`config.mk`:
```
export PLATFORM = sky130hd
export DESIGN_NAME = mem_port_arbiter
export DESIGN_NICKNAME = d
export VERILOG_FILES = /design/src/rtl/mem_port_arbiter.sv
export SDC_FILE = /design/constraint.sdc
export NUM_CORES = 1
export LEC_CHECK = 0
export ABC_CLOCK_PERIOD_IN_PS = 5100
export CAP_MARGIN = 20
export CORE_MARGIN = 5
export CORE_UTILIZATION = 43
export DETAILED_ROUTE_END_ITERATION = 16
export GPL_TIMING_DRIVEN = 0
export PLACE_DENSITY = 0.88
export RECOVER_POWER = 100
export SLEW_MARGIN = 20
export SYNTH_ARGS = -nofsm -noshare
export SYNTH_HDL_FRONTEND = slang
export SYNTH_SLANG_ARGS = --single-unit
```
`constraint.sdc`:
```
create_clock -name clk -period 5.1 [get_ports clk]
set_input_delay 0.765 -clock clk [delete_from_list [all_inputs] [get_ports clk]]
set_output_delay 0.765 -clock clk [all_outputs]
set_load 0.05 [all_outputs]
```
`src/rtl/mem_port_arbiter.sv`:
```
// Shares one single-port memory between instruction fetch and data access, with
// starvation-bounded priority for data, a per-access timeout, and registered memory/ack outputs.
module mem_port_arbiter #(
    parameter int ADDR_W     = 32,
    parameter int DATA_W     = 32,
    parameter int STARVE_MAX = 4,
    parameter int TIMEOUT    = 16
) (
    input  logic              clk,
    input  logic              rst,
    input  logic              if_req_i,
    input  logic [ADDR_W-1:0] if_addr_i,
    output logic [DATA_W-1:0] if_rdata_o,
    output logic              if_ack_o,
    input  logic              d_req_i,
    input  logic              d_we_i,
    input  logic [3:0]        d_sel_i,
    input  logic [ADDR_W-1:0] d_addr_i,
    input  logic [DATA_W-1:0] d_wdata_i,
    output logic [DATA_W-1:0] d_rdata_o,
    output logic              d_ack_o,
    output logic              err_o,
    output logic              mem_ce_o,
    output logic              mem_we_o,
    output logic [3:0]        mem_sel_o,
    output logic [ADDR_W-1:0] mem_addr_o,
    output logic [DATA_W-1:0] mem_wdata_o,
    input  logic [DATA_W-1:0] mem_rdata_i,
    input  logic              mem_ack_i,
    output logic              stallreq_if_o,
    output logic              stallreq_d_o
);

    localparam int SW = $clog2(STARVE_MAX + 1);
    localparam int TW = $clog2(TIMEOUT);
    localparam logic [SW-1:0] STARVE_LIM = SW'(STARVE_MAX);
    localparam logic [TW-1:0] TMO_LAST   = TW'(TIMEOUT - 1);

    typedef enum logic [1:0] {IDLE, IF_ACC, D_ACC, RESP} state_t;

    state_t            state_q, state_d;
    logic [SW-1:0]     starve_q, starve_d;
    logic [TW-1:0]     tmo_q, tmo_d;
    logic              mem_ce_q, mem_ce_d;
    logic              mem_we_q, mem_we_d;
    logic [3:0]        mem_sel_q, mem_sel_d;
    logic [ADDR_W-1:0] mem_addr_q, mem_addr_d;
    logic [DATA_W-1:0] mem_wdata_q, mem_wdata_d;
    logic [DATA_W-1:0] if_rdata_q, if_rdata_d;
    logic [DATA_W-1:0] d_rdata_q, d_rdata_d;
    logic              if_ack_q, if_ack_d;
    logic              d_ack_q, d_ack_d;
    logic              err_q, err_d;

    always_ff @(posedge clk) begin
        if (rst) begin
            state_q     <= IDLE;
            starve_q    <= '0;
            tmo_q       <= '0;
            mem_ce_q    <= 1'b0;
            mem_we_q    <= 1'b0;
            mem_sel_q   <= '0;
            mem_addr_q  <= '0;
            mem_wdata_q <= '0;
            if_rdata_q  <= '0;
            d_rdata_q   <= '0;
            if_ack_q    <= 1'b0;
            d_ack_q     <= 1'b0;
            err_q       <= 1'b0;
        end else begin
            state_q     <= state_d;
            starve_q    <= starve_d;
            tmo_q       <= tmo_d;
            mem_ce_q    <= mem_ce_d;
            mem_we_q    <= mem_we_d;
            mem_sel_q   <= mem_sel_d;
            mem_addr_q  <= mem_addr_d;
            mem_wdata_q <= mem_wdata_d;
            if_rdata_q  <= if_rdata_d;
            d_rdata_q   <= d_rdata_d;
            if_ack_q    <= if_ack_d;
            d_ack_q     <= d_ack_d;
            err_q       <= err_d;
        end
    end

    always_comb begin
        state_d     = state_q;
        starve_d    = starve_q;
        tmo_d       = tmo_q;
        mem_ce_d    = mem_ce_q;
        mem_we_d    = mem_we_q;
        mem_sel_d   = mem_sel_q;
        mem_addr_d  = mem_addr_q;
        mem_wdata_d = mem_wdata_q;
        if_rdata_d  = if_rdata_q;
        d_rdata_d   = d_rdata_q;
        if_ack_d    = 1'b0;
        d_ack_d     = 1'b0;
        err_d       = 1'b0;
        case (state_q)
            IDLE: begin
                // Data wins contention until it has taken STARVE_MAX grants past a waiting fetch.
                if (d_req_i && (!if_req_i || starve_q < STARVE_LIM)) begin
                    state_d     = D_ACC;
                    starve_d    = if_req_i ? starve_q + SW'(1) : '0;
                    tmo_d       = '0;
                    mem_ce_d    = 1'b1;
                    mem_we_d    = d_we_i;
                    mem_sel_d   = d_sel_i;
                    mem_addr_d  = d_addr_i;
                    mem_wdata_d = d_wdata_i;
                end else if (if_req_i) begin
                    state_d     = IF_ACC;
                    starve_d    = '0;
                    tmo_d       = '0;
                    mem_ce_d    = 1'b1;
                    mem_we_d    = 1'b0;
                    mem_sel_d   = 4'b1111;
                    mem_addr_d  = if_addr_i;
                    mem_wdata_d = '0;
                end
            end
            IF_ACC, D_ACC: begin
                if (mem_ack_i || tmo_q == TMO_LAST) begin
                    state_d  = RESP;
                    mem_ce_d = 1'b0;
                    err_d    = !mem_ack_i;
                    if (state_q == IF_ACC) begin
                        if_ack_d   = 1'b1;
                        if_rdata_d = mem_ack_i ? mem_rdata_i : '0;
                    end else begin
                        d_ack_d   = 1'b1;
                        d_rdata_d = mem_ack_i ? mem_rdata_i : '0;
                    end
                end else begin
                    tmo_d = tmo_q + TW'(1);
                end
            end
            default: state_d = IDLE;
        endcase
    end

    assign if_rdata_o    = if_rdata_q;
    assign if_ack_o      = if_ack_q;
    assign d_rdata_o     = d_rdata_q;
    assign d_ack_o       = d_ack_q;
    assign err_o         = err_q;
    assign mem_ce_o      = mem_ce_q;
    assign mem_we_o      = mem_we_q;
    assign mem_sel_o     = mem_sel_q;
    assign mem_addr_o    = mem_addr_q;
    assign mem_wdata_o   = mem_wdata_q;
    assign stallreq_if_o = if_req_i & ~if_ack_q;
    assign stallreq_d_o  = d_req_i & ~d_ack_q;

endmodule

```
==> flow_summary.ini <==
[run_status]
outcome = finished, final reports clean

[place]
dp_cells = 1077
hpwl_mm = 14.51
portBuffers = 273
place.gp.congestion = 0.8549

[cts]
cts_tree = yes
cts-root-buf = clkbuf_16
cts_buffers = 17
insertion_delay_ps = 420
cts_sinks = 146
holdBufCountCts = 0
path_clk_slew_ps = 60
cts_buffer_depth = 2
cts_resized = 0
cts_max_level = 4
post_cts_buffers = 0

[route]
vias_per_cell = 5.278
antenna_left = 0
wl_per_cell_um = 17.11
vias = 5859
drt_iter0_markers = 366
drtPass1Iterations = 5
routed_wl_mm = 18.99
drc_errors = 0

[synthesis]
ys.flop_type = dfxtp_1
synthDistinctLibCells = 38
ys_seq_area_share_pct = 52.15
synth-seq-cells = 146
yosysTopAreaCell = dfxtp_1
postSynthCellCount = 632
synth_area_per_cell_um2 = 8.867
netlist_area_mm2 = 0.005604
synth_most_common_cell = dfxtp_1
synth_common_cells = 146 x dfxtp_1, 77 x nor2_1, 70 x a21oi_1
synth_area_leaders = dfxtp_1 52%, a21oi_1 6.3%, nand3_1 6.1%
synth_top_area_share_pct = 52.15
synth_edf_count = 0
async_flop_share_pct = 0
yosysWarnings = 0
syn_nets = 775

[timing]
hold_viol_final = 0
rsz0062_at_grt = false
fin_tns_setup_ps = 0
finalSetupViolCount = 0
worst_pin_slew_ps = 1222
relSlewSlack_pct = 17.65
slew_viol_final = 0
finClkSkew_ps = 14.37
fmax_ghz = 0.3076
fin_crit_sh_pct = 63.74
min_period_ps = 3251

[setup_path]
critPathRequiredTime_ps = 4340
critPathMaxFanout = 7
critPathKind = input pin to output port
r2r_setup_slack_ps = 2930
worstPathArrival_ps = 2490
cp-end-kind = output port
cp-start-kind = input pin

[floorplan]
coreArea_mm2 = 0.01272
chipWidth_um = 124.2
die_area_mm2 = 0.01542
start_util_pct = 44.05
ios = 277
die_h_um = 124.2
rows = 41

[grt]
grt_pass1_wl_mm = 28.35
overflow = 0
track_usage_pct = 23.73
grt_max_degree = 17
antenna_found_initial = 1
grt_pass1_vias = 5785

[worst_hold_path]
hold_path.class = flip-flop to flip-flop

[power]
power_density_mw_per_mm2 = 510.0
p_leak_nw = 3.772
vdd_drop_max_mv = 0.3597

[layout]
nets = 1067
syn_to_final_growth_pct = 64.34
instances_no_fill = 1110
drive_gt1_share_pct = 5.123
fillers = 1018

[job]
drv_cap = 0
[flip-flops by register name (all words and copies together), names as in the netlist]
register,count
d_ack_o,1
d_rdata_o,32
err_o,1
if_ack_o,1
if_rdata_o,32
mem_addr_o,32
mem_ce_o,1
mem_sel_o,4
mem_wdata_o,32
mem_we_o,1
starve_q,3
state_q,2
tmo_q,4
[kinds of logic (layout without fill, tap and decap cells)]
group                      Yosys count  in the layout  share of synthesized area [%]
muxes                               34             34                          6.095
other                                0              1                              0
AOI/OAI and AO/OA                  154            154                          17.55
adders and majority gates            5              5                          1.116
DFF                                146            146                          52.15
and+or+nand+nor                    231            231                          17.93
buffers and inverters               62            367                          5.157
[layer usage]
metal / vias to the layer above / track usage, % / share of wire, %
li1: 2811 / - / -
met1: 2761 / 25.23 / 37
met2: 261 / 42.94 / 52
met3: 26 / 9.264 / 10
met4: 0 / 7.666 / 1.4
met5: - / 0 / 0
[where the power goes]
part           internal [mW]  switching (mW)
Combinational          0.560            1.23
Sequential              1.34          0.0984
Clock                   1.01           0.462
Total                   2.91            1.79
[per-stage QoR]
stage / hold WS [ps] / setup WS, ps / total power [mW] / instance area [um2] / utilization, %
6_report: 449.1 / 1849 / 4.697 / 9210 / 72.39
5_1_grt: 463.0 / 1791 / 4.896 / 9210 / 72.39
4_1_cts: 453.8 / 1930 / 4.807 / 9254 / 72.74
3_5_place_dp: 445.5 / 1932 / 3.329 / 8552 / 67.22
3_3_place_gp: 441.0 / 1937 / 3.300 / 8552 / 67.22
2_1_floorplan: 444.0 / 2668 / 2.660 / 5604 / -
[cells in the final DEF (no fill, tap or decap), drive strengths merged, types with 5 or more instances in the layout]
cell type        n
a211oi          33
clkbuf          66
ha               5
clkdlybuf4s50  133
a22oi           34
mux2i           33
nand3           68
nor3             5
a21oi           70
nand2           68
dfxtp          146
bufinv           7
nor2            77
buf             15
dlygate4sd3    140
[critical path, cell delays in order]
cell and delay (ps):
dlygate4sd3_1 660, nor2b_1 160, dlygate4sd3_1 900
[path summary, 6_finish.rpt]
| check | cells after the start | end | from |
|---|---|---|---|
| worst min-delay path | 2 | if_rdata_o[0] | if_rdata_o[0] |
| worst min register to register | 2 | if_rdata_o[0] | if_rdata_o[0] |
| worst max-delay path | 3 | stallreq_d_o | d_req_i |
| worst max register to register | 8 | d_rdata_o[17] | state_q[0] |
[final cells by class]
type	count	area, um2	share of cell area [%]
clock buffer	23	478.0	5.190
buffer	58	236.5	2.568
antenna	1	2.502	0.02717
timing repair buffer	273	2733	29.67
multi-input combinational	424	2384	25.88
inverter	4	15.01	0.1630
tap	172	215.2	2.337
clock inverter	9	224.0	2.432
sequential	146	2923	31.73
(Power assumes the default switching activity.)
